--- src/rtl/rr_channel_mux_pkg.sv ---
// Shared constants and helpers for the round-robin channel mux.
package rr_channel_mux_pkg;

   localparam int MODE_RR    = 0;
   localparam int MODE_FIXED = 1;

   // Smallest r with 2**r >= v, never below 1 so single-bit selects stay legal.
   function automatic int clog2(input int v);
      int r;
      r = 1;
      for (int i = 1; i < 31; i++) begin
         if ((1 << r) < v) r = i + 1;
      end
      return r;
   endfunction

endpackage

--- src/rtl/rr_priority_pick.sv ---
// Purpose: pick the first set request starting at ptr (rr) or at index 0 (fixed).
// Latency: purely combinational.
// Backpressure: none; caller gates the result with its own load condition.
module rr_priority_pick #(
   parameter int N  = 4,
   parameter int SW = 2
) (
   input  logic [N-1:0]  req,
   input  logic [SW-1:0] ptr,
   input  logic          mode,
   output logic          gnt_valid,
   output logic [SW-1:0] gnt_idx
);

   logic [SW-1:0]  base;
   logic [2*N-1:0] dbl;
   logic [N-1:0]   rot;
   logic [SW:0]    sum;

   assign base = mode ? '0 : ptr;
   assign dbl  = {req, req};
   assign rot  = dbl[base +: N];

   // Descending scan so the lowest rotated offset is the last (winning) write.
   always_comb begin
      gnt_valid = 1'b0;
      sum       = '0;
      for (int k = N - 1; k >= 0; k--) begin
         if (rot[k]) begin
            gnt_valid = 1'b1;
            sum       = {1'b0, base} + (SW+1)'(k);
         end
      end
   end

   assign gnt_idx = (sum >= (SW+1)'(N)) ? SW'(sum - (SW+1)'(N)) : SW'(sum);

endmodule

--- src/rtl/rr_channel_mux.sv ---
// Purpose: arbitrate N valid/ready channels onto one registered output (rr or fixed priority).
// Latency: 1 clk from accepted input beat to out_valid.
// Backpressure: in_ready is zero while a held beat stalls; no bubble when out_ready=1.
module rr_channel_mux
   import rr_channel_mux_pkg::*;
#(
   parameter  int N    = 4,
   parameter  int W    = 16,
   parameter  int MODE = MODE_RR,
   localparam int SW   = clog2(N)
) (
   input  logic           clk,
   input  logic           rst,
   input  logic [N-1:0]   in_valid,
   input  logic [N*W-1:0] in_data,
   input  logic [N-1:0]   chan_en,
   output logic [N-1:0]   in_ready,
   output logic           out_valid,
   output logic [W-1:0]   out_data,
   output logic [SW-1:0]  out_sel,
   input  logic           out_ready
);

   logic [N-1:0]  req;
   logic          load;
   logic          xfer;
   logic          gnt_valid;
   logic [SW-1:0] gnt_idx;
   logic [SW-1:0] ptr;
   logic [W-1:0]  gnt_dat;

   assign load = ~out_valid | out_ready;
   assign req  = in_valid & chan_en;

   rr_priority_pick #(
      .N  (N),
      .SW (SW)
   ) u_pick (
      .req       (req),
      .ptr       (ptr),
      .mode      (MODE == MODE_FIXED),
      .gnt_valid (gnt_valid),
      .gnt_idx   (gnt_idx)
   );

   always_comb begin
      gnt_dat  = '0;
      in_ready = '0;
      for (int i = 0; i < N; i++) begin
         if (gnt_idx == SW'(i)) begin
            gnt_dat     = in_data[i*W +: W];
            in_ready[i] = ~rst & load & gnt_valid;
         end
      end
   end

   assign xfer = |(in_valid & in_ready);

   always_ff @(posedge clk) begin
      if (rst) begin
         out_valid <= 1'b0;
         out_data  <= '0;
         out_sel   <= '0;
         ptr       <= '0;
      end else if (xfer) begin
         out_valid <= 1'b1;
         out_data  <= gnt_dat;
         out_sel   <= gnt_idx;
         // Fixed mode leaves ptr at zero; the picker ignores it there.
         if (MODE == MODE_RR) begin
            ptr <= (gnt_idx == SW'(N - 1)) ? '0 : gnt_idx + 1'b1;
         end
      end else if (out_ready) begin
         out_valid <= 1'b0;
      end
   end

endmodule

--- config.mk ---
export PLATFORM = sky130hd
export DESIGN_NAME = rr_channel_mux
export DESIGN_NICKNAME = d
export VERILOG_FILES = /design/src/rtl/rr_channel_mux_pkg.sv /design/src/rtl/rr_priority_pick.sv /design/src/rtl/rr_channel_mux.sv
export SDC_FILE = /design/constraint.sdc
export NUM_CORES = 1
export LEC_CHECK = 0
export CAP_MARGIN = 20
export CORE_MARGIN = 4
export CORE_UTILIZATION = 35
export DETAILED_ROUTE_END_ITERATION = 8
export PLACE_DENSITY = 0.92
export SLEW_MARGIN = 15
export SYNTH_ARGS = -nofsm -noshare
export SYNTH_HDL_FRONTEND = slang
export SYNTH_SLANG_ARGS = --single-unit
--- constraint.sdc ---
create_clock -name clk -period 3.5 [get_ports clk]
set_clock_uncertainty 0.2 [all_clocks]
set_input_delay 0.35 -clock clk [delete_from_list [all_inputs] [get_ports clk]]
set_output_delay 0.35 -clock clk [all_outputs]
set_load 0.005 [all_outputs]
Word-level counts from Yosys, hierarchy flattened
Index checks and enable logic that the tools add are counted.
{"block": "op_classes", "addsub": 5, "order_cmp": 1, "n_eq_ne": 3, "shifts": 1, "mux": 20, "bitwise": 7, "n_reduce_logical": 3}
{"operator": "2-to-1 mux 16 bit", "n": 4}
{"operator": "2-to-1 mux 3 bit", "n": 4}
{"operator": "2-to-1 mux 1 bit", "n": 10}
{"operator": "bitwise AND 4 bit", "n": 2}
{"operator": "variable part select 8 x 3 -> 4 bit", "n": 1}
{"operator": "adder 2 x 2 -> 3 bit, second input constant", "n": 2}
{"operator": "equality test 2 bit, second input constant", "n": 2}
{"operator": "2-to-1 mux 2 bit", "n": 2}
{"operator": "OR reduction 4 bit", "n": 1}
{"operator": "adder 2 x 1 -> 3 bit, second input constant", "n": 1}
{"operator": ">= comparator 3 bit, second input constant", "n": 1}
{"operator": "adder 2 x 1 -> 2 bit, second input constant", "n": 1}
{"operator": "bitwise AND 1 bit", "n": 2}
{"operator": "equality test 2 x 1 -> 1 bit, second input constant", "n": 1}
{"operator": "zero test 2 bit", "n": 1}
{"operator": "inverter 1 bit", "n": 2}
{"operator": "nonzero test 2 bit", "n": 1}
{"operator": "subtractor 2 x 1 -> 2 bit, second input constant", "n": 1}
{"operator": "bitwise OR 1 bit", "n": 1}
{"block": "word_totals", "regBits": 21, "inputBits": 75, "out_inout_bits": 23, "wordCells": 44}

Longest topological paths before layout
{"block": "logic_depth", "word_depth": 13, "depth_mapped": 11}

Hierarchy
Synthesis repeated with hierarchy kept, for this count alone.
{"block": "unflattened", "hier_cells": 221, "hier_area_um2": 1856.8}
{"mod": "rr_channel_mux", "instances": 1, "cells_per_inst": 204, "area_per_inst_um2": 1746.7, "seq_area_each_um2": 420.4}
{"mod": "rr_priority_pick", "instances": 1, "cells_per_inst": 17, "area_per_inst_um2": 110.1, "seq_area_each_um2": 0.0}

Worst setup path before layout
No wires, ideal clock.
{"block": "synth_path", "kind": "input port to flip-flop", "startpoint": "input port in_valid[0]", "endpoint": "register out_data[10]", "arrival_ns": 2.207, "t_required_ns": 3.176, "slack_ns": 0.969, "stages": 11, "n_path_buf": 2, "cell_sequence": "and3_1 > o21ai_0 > o311a_1 > inv_1 > ha_1 > or2_2 > clkbuf_1 > clkbuf_1 > a221o_1 > o221ai_1 > mux2i_1"}
{"block": "synth_via", "elab_chain_cells": 13, "elab_cells_between_ends": 28, "classes_between": "add/sub (1); order compare (1); eq/ne (3); shift (1); mux (17); bitwise (3); reduce/logical (2)"}
{"item": "start, declared", "line": "rr_channel_mux.sv:14", "text": "input logic [N-1:0] in_valid,"}
{"item": "bitwise AND 4 bit *", "line": "rr_channel_mux.sv:33", "text": "assign req = in_valid & chan_en;"}
{"item": "variable part select 8 x 3 -> 4 bit *", "line": "rr_priority_pick.sv:22", "text": "assign rot = dbl[base +: N];"}
{"item": "2-to-1 mux 3 bit (3 in a row)", "line": "rr_priority_pick.sv:29", "text": "if (rot[k]) begin"}
{"item": "2-to-1 mux 3 bit *", "line": "rr_priority_pick.sv:29"}
{"item": ">= comparator 3 bit / subtractor 2 x 1 -> 2 bit (equally long branches)", "line": "rr_priority_pick.sv:36", "text": "assign gnt_idx = (sum >= (SW+1)'(N)) ? SW'(sum - (SW+1)'(N)) : SW'(sum);"}
{"item": "2-to-1 mux 2 bit *", "line": "rr_priority_pick.sv:36"}
{"item": "net gnt_idx[0]", "line": "rr_channel_mux.sv:28", "text": "logic [SW-1:0] gnt_idx;"}
{"item": "zero test 2 bit", "line": "rr_channel_mux.sv:50", "text": "if (gnt_idx == SW'(i)) begin"}
{"item": "2-to-1 mux 16 bit (4 in a row)", "line": "rr_channel_mux.sv:50"}
{"item": "end signal, assigned", "line": "rr_channel_mux.sv:67", "text": "out_data <= gnt_dat;"}
{"item": "end, declared", "line": "rr_channel_mux.sv:19", "text": "output logic [W-1:0] out_data,"}
Mark *: on every way through the listed nets, which the timed path passes. The rest lies on a longest branch.
A chain may end at the register's enable or synchronous reset.

Final worst setup path
{"block": "layout_path", "startpoint": "input port in_valid[0]", "endpoint": "register out_data[6]"}
Same word-level chain as after synthesis.

==> impl_metrics.py <==
metrics = {
    "setup_path": {
        "worst_r2r_startpoint": "ptr[1]$_SDFFE_PP0P_",
        "reg2reg_slack_ns": 0.53,
        "cp.arrival_ns": 3.23,
        "r2r.worst_path.cells": 8,
        "start_kind": "input pin",
        "end_kind": "flip-flop",
        "cp_data_required_time_ns": 3.49,
        "reg2reg_to": "out_data[6]$_SDFFE_PP0P_",
        "critical_path_peak_fanout": 15,
        "setup.worst_path.class": "in2reg",
    },
    "sta": {
        "transition_time_of_the_tightest_slew_check_pin_ns": 1.15,
        "final_clock_period_utilization_by_the_worst_path_pct": 92.5,
        "min_period_ns": 3.24,
        "worst_hold_slack_ns": 0.280,
        "totalNegativeSetupSlack_ns": 0,
        "timing.max_slew.rel_slack_pct": 22.9,
        "rsz0062_at_grt": "no",
        "final-max-slew-violation-count": 0,
        "timing.final.setup_violations": 0,
        "hold_viol_final": 0,
        "achievable-frequency_mhz": 309,
    },
    "die": {
        "die_height_microns": 71.1,
        "design.core.area_sq_um": 3740,
        "floorplan.io_pins": 98,
        "initial_utilization_pct": 37.2,
        "die_width_microns": 71.1,
        "num_rows": 22,
        "floorplan.die_area_sq_um": 5050,
    },
    "clock_tree": {
        "clkTransAtPathRegs_ns": 0.08,
        "clock_path_buffers": 2,
        "post_cts_resized": 0,
        "cts_num_sinks": 21,
        "clk_latency_ns": 0.26,
        "post_cts_buffers": 0,
        "htreeDepth": 1,
        "tritoncts.num_buffers": 3,
        "postCtsHoldBufs": 0,
        "clock_tree_from_tritoncts": "built",
        "ctsRootBufferMaster": "sky130_fd_sc_hd__clkbuf_8",
    },
    "synth": {
        "yosys-top-cells-count": "sky130_fd_sc_hd__dfxtp_1 (21), sky130_fd_sc_hd__nand2b_1 (18), sky130_fd_sc_hd__mux2i_1 (17)",
        "synth_sequential_area_ratio_pct": 30.2,
        "synth_top_cells_by_area": "sky130_fd_sc_hd__dfxtp_1 (30%), sky130_fd_sc_hd__mux2i_1 (12%), sky130_fd_sc_hd__a221o_1 (11%)",
        "synth.avg_cell_area_sq_um": 9.66,
        "yosys_most_used_dff": "sky130_fd_sc_hd__dfxtp_1",
        "syn_nets": 223,
        "synth-edff-count": 0,
        "yosys_register_bits": 21,
        "synth.cell_area_sq_um": 1390,
        "post-synth-top-count-cell": "sky130_fd_sc_hd__dfxtp_1",
        "synthArstFlopShare_pct": 0,
        "synth.yosys.warnings": 0,
        "netlist_instances": 144,
        "library_cell_occupying_the_most_area_in_the_post_synthesis_netlist": "sky130_fd_sc_hd__dfxtp_1",
        "synth.lib_cells_used.distinct": 35,
        "synth_largest_type_area_fraction_pct": 30.2,
    },
    "layout": {
        "area_delta_synth_final_pct": 75.5,
        "finish.net_count": 319,
        "drive_gt1_share_pct": 7.11,
        "number_of_diodes": 0,
    },
    "route": {
        "drt-pass1-iter-count": 4,
        "ant_nets": 0,
        "detail_route.vias_per_cell": 5.35,
        "vias": 1535,
        "drc": 0,
        "total_length_of_routed_wires_mm": 4.84,
        "post_drt_wl_per_cell_microns": 16.9,
        "drt-initial-drc-count": 106,
    },
    "global_route": {
        "use_met3_pct": 1.85,
        "grt.total_usage_pct": 19.1,
        "grt_start_max_net_pins": 22,
        "top_usage_layer": "met2",
        "grt_pass1_wl_mm": 7.85,
        "gr-usage-met2_pct": 35.4,
        "global_route.usage.met1_pct": 23.1,
        "first_global_vias": 1584,
        "number_of_antenna_violations_at_the_first_check_in_global_routing": 0,
        "grt-ovfl-total": 0,
    },
    "place": {
        "routabilityCongestion": 0.845,
        "io_buffers": 97,
        "dp_hpwl_mm": 3.80,
    },
    "hold_path": {
        "min_from": "out_data[15]$_SDFFE_PP0P_",
        "hold_class": "reg2reg",
        "hold_path_depth": 2,
        "hold-path-endpoint": "out_data[15]$_SDFFE_PP0P_",
    },
    "power": {
        "p_leak_nw": 0.980,
        "worst_ir_drop_vdd_uv": 175,
        "power_density_nw_per_um2": 335,
    },
    "flow_run": {
        "max_capacitance_violation_count": 0,
    },
    "status": {
        "result_of_the_run": "finished, final reports clean",
    },
}
==> worst max path at each step <==
stage | start | endpoint | slack [ns] | cells past startpoint
after floorplan | in_valid[0] | out_data[10]$_SDFFE_PP0P_ | 0.97 | 11
after global placement | in_valid[0] | out_data[8]$_SDFFE_PP0P_ | 0.11 | 10
after detailed placement | in_valid[0] | out_data[8]$_SDFFE_PP0P_ | 0.01 | 10
after CTS | in_valid[0] | out_data[6]$_SDFFE_PP0P_ | 0.28 | 10
after global routing | in_valid[0] | out_data[0]$_SDFFE_PP0P_ | 0.10 | 10
final | in_valid[0] | out_data[6]$_SDFFE_PP0P_ | 0.26 | 10
==> through the flow <==
step	worst slack, ns	total power, W	util, %	area, sq um	instances
5_1_grt	0.102	0.000874	65.2	2440	287
3_3_place_gp	0.112	0.000660	64.0	2400	283
3_5_place_dp	0.0147	0.000668	64.0	2400	283
4_1_cts	0.276	0.000827	65.2	2440	287
2_1_floorplan	0.969	0.000479	-	1390	144
6_report	0.262	0.000818	65.2	2440	287
==> layout by cell type (no fill, tap or decap), types with 2 or more instances in the layout <==
cell type / instances
sky130_fd_sc_hd__a21oi_1: 2
sky130_fd_sc_hd__a221o_1: 15
sky130_fd_sc_hd__a22oi_1: 2
sky130_fd_sc_hd__and2_2: 4
sky130_fd_sc_hd__buf_4: 4
sky130_fd_sc_hd__clkbuf_8: 3
sky130_fd_sc_hd__clkdlybuf4s50_1: 97
sky130_fd_sc_hd__dfxtp_1: 21
sky130_fd_sc_hd__ha_1: 4
sky130_fd_sc_hd__inv_1: 3
sky130_fd_sc_hd__mux2i_1: 17
sky130_fd_sc_hd__nand2_1: 8
sky130_fd_sc_hd__nand2b_1: 18
sky130_fd_sc_hd__nor2b_1: 3
sky130_fd_sc_hd__o21ai_0: 3
sky130_fd_sc_hd__o221ai_1: 16
==> cell families after synthesis <==
family,Yosys count,synth area share (%)
AOI/OAI and AO/OA,47,30.8
buffers and inverters,14,5.04
adders and majority gates,4,3.60
muxes,18,13.0
DFF,21,30.2
and+or+nand+nor,40,17.4
==> critical path, cell delays in order <==
cell and delay, ns:
sky130_fd_sc_hd__clkdlybuf4s50_1 0.52, sky130_fd_sc_hd__nand2_1 0.13, sky130_fd_sc_hd__o31a_1 0.26, sky130_fd_sc_hd__o311a_1 0.16, sky130_fd_sc_hd__inv_1 0.12, sky130_fd_sc_hd__ha_1 0.21
sky130_fd_sc_hd__nor2b_1 0.92, sky130_fd_sc_hd__a221o_1 0.30, sky130_fd_sc_hd__o221ai_1 0.11, sky130_fd_sc_hd__mux2i_1 0.15
==> cell type report <==
| type | count | area [sq um] |
|---|---|---|
| clock buffers | 4 | 45.0 |
| inverters | 4 | 15.0 |
| flip-flops and latches | 21 | 420 |
| repair buffers | 101 | 1000 |
| fillers | 342 | 1300 |
| multi-input cells | 109 | 901 |
| well taps | 48 | 60.1 |
==> power by group <==
part           switching [W]  total [W]  internal [W]
logic               0.000143   0.000370      0.000226
clock network      0.0000767   0.000158     0.0000809
registers          0.0000187   0.000291      0.000272
total               0.000239   0.000818      0.000579
==> sequential cells by signal, indices dropped and copies added (netlist names) <==
name       count
out_data      16
out_sel        2
out_valid      1
ptr            2
==> per-layer routing <==
layer  vias up  share of wire, %
met5         -                 0
met4         0               1.2
met3         4               4.9
met2        62                53
met1       712                41
li1        757                 -
Power figures use the tool's default switching activity.
